--- config.mk ---
export PLATFORM = sky130hd
export DESIGN_NAME = score_digits_driver
export DESIGN_NICKNAME = d
export VERILOG_FILES = /design/src/rtl/score_pkg.sv /design/src/rtl/bcd_dabble_step.sv /design/src/rtl/score_digits_driver.sv
export SDC_FILE = /design/constraint.sdc
export NUM_CORES = 1
export LEC_CHECK = 0
export CAP_MARGIN = 20
export CORE_UTILIZATION = 45
export DETAILED_ROUTE_END_ITERATION = 10
export GPL_ROUTABILITY_DRIVEN = 0
export PLACE_DENSITY = 0.67
export SYNTH_ARGS = -nofsm -noshare
export SYNTH_HDL_FRONTEND = slang
export SYNTH_SLANG_ARGS = --single-unit
export TNS_END_PERCENT = 5
--- constraint.sdc ---
create_clock -name clk -period 3.51 [get_ports clk]
set_input_delay 0.702 -clock clk [delete_from_list [all_inputs] [get_ports clk]]
set_output_delay 0.702 -clock clk [all_outputs]
set_load 0.005 [all_outputs]
--- src/rtl/score_pkg.sv ---
// Shared types and constants for the score digit driver.
package score_pkg;

   // Conversion sequencer states
   typedef enum logic [1:0] {
      IDLE    = 2'd0,
      CONVERT = 2'd1,
      COMMIT  = 2'd2
   } score_state_e;

   typedef logic [3:0] bcd_digit_t;

   localparam bcd_digit_t BCD_MAX_DIGIT  = 4'd9;
   localparam bcd_digit_t ADD3_THRESHOLD = 4'd5;

endpackage : score_pkg

--- src/rtl/bcd_dabble_step.sv ---
// One double-dabble iteration: add-3 correction on every BCD nibble, then
// shift {bcd, bin} left by one bit.
module bcd_dabble_step
   import score_pkg::*;
#(
   parameter int unsigned NUM_DIGITS = 4,
   parameter int unsigned SCORE_W    = 14
) (
   input  logic [4*NUM_DIGITS-1:0] i_bcd,
   input  logic [SCORE_W-1:0]      i_bin,
   output logic [4*NUM_DIGITS-1:0] o_bcd,
   output logic [SCORE_W-1:0]      o_bin
);

   localparam int unsigned BCD_W = 4 * NUM_DIGITS;

   logic [BCD_W-1:0] w_adj;

   // Correct each nibble that would overflow past 9 once doubled
   always_comb begin
      w_adj = i_bcd;
      for (int k = 0; k < int'(NUM_DIGITS); k++) begin
         bcd_digit_t v_nib;
         v_nib = i_bcd[4*k +: 4];
         if (v_nib >= ADD3_THRESHOLD) begin
            w_adj[4*k +: 4] = v_nib + 4'd3;
         end
      end
   end

   // Shift the corrected accumulator and the binary remainder as one word
   always_comb begin
      o_bcd = {w_adj[BCD_W-2:0], i_bin[SCORE_W-1]};
      o_bin = {i_bin[SCORE_W-2:0], 1'b0};
   end

endmodule : bcd_dabble_step

--- src/rtl/score_digits_driver.sv ---
// Score field driver: converts a binary score to BCD and, per scanned pixel,
// produces glyph code, in-cell offsets and the visible-cell flag.
module score_digits_driver
   import score_pkg::*;
#(
   parameter int unsigned NUM_DIGITS = 4,
   parameter int unsigned SCORE_W    = 14,
   parameter int unsigned DIGIT_W    = 16,
   parameter int unsigned DIGIT_H    = 32,
   parameter int unsigned DIGIT_GAP  = 2,
   parameter logic [10:0] TOP_LEFT_X = 11'd20,
   parameter logic [10:0] TOP_LEFT_Y = 11'd8,
   parameter bit          BLANK_LEAD = 1'b1
) (
   input  logic               clk,
   input  logic               reset,
   input  logic [SCORE_W-1:0] score,
   input  logic               score_valid,
   input  logic [10:0]        pixelX,
   input  logic [10:0]        pixelY,
   output logic               busy,
   output logic [3:0]         number,
   output logic [10:0]        offsetX,
   output logic [10:0]        offsetY,
   output logic               insideRectangle
);

   localparam int unsigned BCD_W     = 4 * NUM_DIGITS;
   localparam int unsigned CNT_W     = $clog2(SCORE_W + 1);
   localparam int unsigned MAX_SCORE = 10**NUM_DIGITS - 1;
   localparam int unsigned CELL_PITCH = DIGIT_W + DIGIT_GAP;
   localparam logic [CNT_W-1:0] LAST_STEP = CNT_W'(SCORE_W - 1);

   score_state_e       r_state;
   logic               r_busy;
   logic [BCD_W-1:0]   r_bcd_acc;
   logic [SCORE_W-1:0] r_bin;
   logic [CNT_W-1:0]   r_bit_cnt;
   logic [BCD_W-1:0]   r_display;
   logic               r_pend_flag;
   logic [SCORE_W-1:0] r_pend_score;

   logic [SCORE_W-1:0] w_clamped;
   logic [BCD_W-1:0]   w_step_bcd;
   logic [SCORE_W-1:0] w_step_bin;

   // Saturate out-of-range scores to all nines before they are stored
   assign w_clamped = (32'(score) > MAX_SCORE) ? SCORE_W'(MAX_SCORE) : score;

   bcd_dabble_step #(
      .NUM_DIGITS (NUM_DIGITS),
      .SCORE_W    (SCORE_W)
   ) u_step (
      .i_bcd (r_bcd_acc),
      .i_bin (r_bin),
      .o_bcd (w_step_bcd),
      .o_bin (w_step_bin)
   );

   // Conversion sequencer with a one-deep, latest-wins pending slot
   always_ff @(posedge clk) begin
      if (reset) begin
         r_state      <= IDLE;
         r_busy       <= 1'b0;
         r_bcd_acc    <= '0;
         r_bin        <= '0;
         r_bit_cnt    <= '0;
         r_display    <= '0;
         r_pend_flag  <= 1'b0;
         r_pend_score <= '0;
      end else begin
         case (r_state)
            IDLE: begin
               if (score_valid) begin
                  r_bin     <= w_clamped;
                  r_bcd_acc <= '0;
                  r_bit_cnt <= '0;
                  r_busy    <= 1'b1;
                  r_state   <= CONVERT;
               end
            end
            CONVERT: begin
               r_bcd_acc <= w_step_bcd;
               r_bin     <= w_step_bin;
               r_bit_cnt <= r_bit_cnt + CNT_W'(1);
               if (r_bit_cnt == LAST_STEP) begin
                  r_state <= COMMIT;
               end
               if (score_valid) begin
                  r_pend_score <= w_clamped;
                  r_pend_flag  <= 1'b1;
               end
            end
            COMMIT: begin
               r_display <= r_bcd_acc;
               // A strobe landing here is newer than any stored pending score
               if (score_valid || r_pend_flag) begin
                  r_bin       <= score_valid ? w_clamped : r_pend_score;
                  r_pend_flag <= 1'b0;
                  r_bcd_acc   <= '0;
                  r_bit_cnt   <= '0;
                  r_state     <= CONVERT;
               end else begin
                  r_busy  <= 1'b0;
                  r_state <= IDLE;
               end
            end
            default: begin
               r_busy  <= 1'b0;
               r_state <= IDLE;
            end
         endcase
      end
   end

   logic        w_hit;
   logic [3:0]  w_number;
   logic [10:0] w_offset_x;
   logic [10:0] w_offset_y;
   logic        w_y_in;

   // Parallel cell compares with leading-zero blanking
   always_comb begin
      logic        v_lead_zero;
      logic        v_blank;
      logic [10:0] v_left;
      bcd_digit_t  v_digit;
      w_hit       = 1'b0;
      w_number    = 4'd0;
      w_offset_x  = 11'd0;
      w_offset_y  = 11'd0;
      v_lead_zero = 1'b1;
      w_y_in      = (pixelY >= TOP_LEFT_Y) && (pixelY <= TOP_LEFT_Y + 11'(DIGIT_H - 1));
      for (int k = 0; k < int'(NUM_DIGITS); k++) begin
         v_left      = TOP_LEFT_X + 11'(k * int'(CELL_PITCH));
         v_digit     = r_display[4*(int'(NUM_DIGITS) - 1 - k) +: 4];
         v_lead_zero = v_lead_zero && (v_digit == 4'd0);
         v_blank     = BLANK_LEAD && v_lead_zero && (k != int'(NUM_DIGITS) - 1);
         if (w_y_in && (pixelX >= v_left) && (pixelX <= v_left + 11'(DIGIT_W - 1))
             && !v_blank) begin
            w_hit      = 1'b1;
            w_number   = v_digit;
            w_offset_x = pixelX - v_left;
            w_offset_y = pixelY - TOP_LEFT_Y;
         end
      end
   end

   // Register the pixel-path results for the renderer
   always_ff @(posedge clk) begin
      if (reset) begin
         insideRectangle <= 1'b0;
         number          <= 4'd0;
         offsetX         <= 11'd0;
         offsetY         <= 11'd0;
      end else begin
         insideRectangle <= w_hit;
         number          <= w_number;
         offsetX         <= w_offset_x;
         offsetY         <= w_offset_y;
      end
   end

   assign busy = r_busy;

endmodule : score_digits_driver

==> impl_metrics.csv <==
group,metric,value,unit
status,status,"completed",
synth,synth.yosys.seq_area_share,36.19,%
routing,drc_errors,0,
layout,area_delta_synth_final,22.02,%
layout,finalNonFillerCells,846,
routing,drtAntennaViolNets,0,
floorplanning,core,11420,um^2
power_and_ir_drop,power.switching,659.5,uW
sta,period_needed,2.963,ns
routing,routed_via_density,5.780,
grt,grt_max_degree,78,
synth,synth_ff_type,"dfxtp_1",
placed_design,hpwl,8992,um
synth,synthMuxAreaShare,4.810,%
placed_design,dpl_cell_area,6051,um^2
cts,cts_buffers,9,
cts,cts_buffer_depth,2,
power_and_ir_drop,swShare,25.16,%
setup_path,cpPeakStageDelay,0.44,ns
setup_path,cp_data_required_time,3.77,ns
sta,slew_headroom,45.38,%
setup_path,r2r-start,"r_display[12]",
synth,synth.cell_area,5255,um^2
synth,synth_top_family_by_area,"simple AND/OR/NAND/NOR gates",
synth,synth_nets,715,
layout,fill_cells,1055,
synth,synth_common_cells,"95 x dfxtp_1, 82 x nor2_1, 56 x a21oi_1",
power_and_ir_drop,power_frac_seq,43.4,%
synth,synth_top_area_share,36.19,%
cts,htreeDepth,3,
cts,cts_tree,"done",
grt,antenna_found_initial,0,
setup_path,path_class,"input port to flop",
synth,avgSynthCellArea,8.147,um^2
layout,fin_util,56.16,%
sta,worst_slack,0.5475,ns
power_and_ir_drop,p_clk_share,42.1,%
sta,worst_slew_pin_slew,0.8193,ns
placed_design,placed_cells,830,
synth,yosys.area_share.xor_xnor,1.667,%
sta,finalSetupTns,0,ns
run,maxCapViolCount,0,
synth,synth_compound_area_share,22.24,%
sta,rsz0062_at_grt,"false",
synth,synth_area_leaders,"dfxtp_1 36%, ha_1 7.4%, nor2_1 5.9%",
layout,layout-drive-gt1-share,7.824,%
cts,cts_hold_buffers,0,
routing,detail_route.wl_per_cell,15.23,um
grt,grt_pass1_vias,4547,
sta,finalSetupViolations,0,
synth,syn_inst,645,
setup_path,worstSetupStartpoint,"pixelX[2]",
floorplanning,num_rows,39,
routing,vias,4890,
layout,multi_input_area,3089,um^2
synth,synthAdderAreaFrac,7.381,%
power_and_ir_drop,vdd_ir_drop_max,0.0002524,V
floorplanning,start_util,46.02,%
layout,final_nets,769,
setup_path,start_kind,"input port",
setup_path,crit_fanout,12,
cts,path_clk_slew,0.07,ns
floorplanning,die_w,110.1,um
cts,cts_resized,0,
power_and_ir_drop,power_frac_comb,14.5,%
floorplanning,dieArea,12110,um^2
floorplanning,dieHeight,110.1,um
worst_hold_path,min_from,"r_pend_score[5]",
synth,ys_types,63,
power_and_ir_drop,p_int,1.961,mW
sta,slew_violations,0,
routing,drtIter0Drc,407,
synth,synth_async_sr_flop_share,0,%
synth,synthSimpleGateAreaFrac,22.62,%
floorplanning,num_io_pins,67,
setup_path,worstPathCellList,"clkdlybuf4s50_1, inv_1, ha_1, nand2_1, o311ai_0, nand4_1, or2_2, or3_1, a41oi_1",
power_and_ir_drop,cellLeakagePower,2.335,nW
cts,root_buffer,"clkbuf_16",
cts,clkSinkCount,95,
setup_path,rrSetupSlack,1.27,ns
setup_path,arrival,3.22,ns
layout,antenna_cells,0,
routing,wl,12890,um
cts,clk-insertion-delay-late,0.35,ns
layout,seq_area,1902,um^2
synth,yosysMostFrequentCell,"dfxtp_1",
grt,grt_pass1_wl,20930,um
routing,drtPass1Iterations,5,
sta,max_freq,337.6,MHz
setup_path,endpoint_kind,"flop",
synth,ys_ff_latch,95,
worst_hold_path,hp-class,"flop to flop",
synth,synth_warnings,0,
layout,design_area,6412,um^2
setup_path,crit_slowest_cell,"or2_2",
sta,fin_skew,0.006515,ns
power_and_ir_drop,p_per_area,408.7,nW/um^2
grt,grt_usage,22.15,%
grt,overflow,0,
cts,post_cts_buffers,0,
placed_design,post-place-ws,0.2286,ns
synth,yosysTopAreaCell,"dfxtp_1",
placed_design,io_buffers,66,
sta,hold_viol,0,
synth,synth_edf_count,0,
sta,fin_crit_sh,84.40,%
through the flow:
stage	hold WS, ns	power, mW
after floorplan	0.4317	1.397
after global placement	0.4402	1.517
after detailed placement	0.4463	1.526
after CTS	0.4560	2.628
after global routing	0.4698	2.741
final	0.4554	2.621
cells in the final DEF (no fill, tap or decap), drive strengths merged, types with 9 or more instances in the layout:
cell	Yosys	final
a211oi	18	18
nor2	82	82
clkbuf	30	9
dfxtp	95	95
and3	9	9
nand2	55	55
buf	10	18
inv	28	29
clkdlybuf4s50	0	65
o21ai	26	26
a22oi	14	14
mux2i	23	23
nor3	14	14
a21oi	56	56
o211ai	9	9
nand3	28	28
ha	31	31
area by class of cell:
type | instances | area share [%]
clock inverter | 6 | 1.698
multi-input combinational | 482 | 48.18
inverter | 28 | 1.639
tap | 143 | 2.790
sequential | 95 | 29.66
clock buffer | 9 | 3.512
timing repair buffer | 83 | 12.53
power by group through the flow:
stage	registers [mW]	logic, mW	clock network (mW)
after floorplan	1.16	0.241	0
after global placement	1.16	0.357	0
after detailed placement	1.16	0.364	0
after CTS	1.14	0.367	1.12
after global routing	1.14	0.420	1.18
final	1.14	0.380	1.10
final timing paths:
| path | end | depth (start not counted) |
|---|---|---|
| max | offsetX[3] | 9 |
| min | r_pend_score[5] | 2 |
| max reg2reg | offsetX[4] | 6 |
| min reg2reg | r_pend_score[5] | 2 |
kinds of logic (layout without fill, tap and decap cells):
kind of cell,after synthesis,in the layout
AOI/OAI and AO/OA,171,171
xor gates and xnor gates,10,10
adders and majority gates,31,31
buffers and inverters,68,126
DFF,95,95
muxes,25,25
and+or+nand+nor,245,245
worst max-delay path, delay by kind of cell:
family | cells | cell delay [ns]
simple gates | 4 | 1.09
buf+inv | 2 | 0.64
fa+ha+maj | 1 | 0.24
compound gates | 2 | 0.56
sequential cells by signal, indices dropped and copies added (netlist names):
name,count
r_bcd_acc,16
r_display,16
r_bin,14
r_pend_score,14
offsetX,11
offsetY,11
number,4
r_bit_cnt,4
r_state,2
busy,1
insideRectangle,1
r_pend_flag,1
per-layer routing:
metal,global-route usage [%],vias up,wire [um]
li1,-,2429,-
met1,28.07,2310,5924
met2,36.25,136,6123
met3,4.997,15,635
met4,9.048,0,205
met5,0,-,0
No activity file was read; power rests on OpenSTA's default activity.
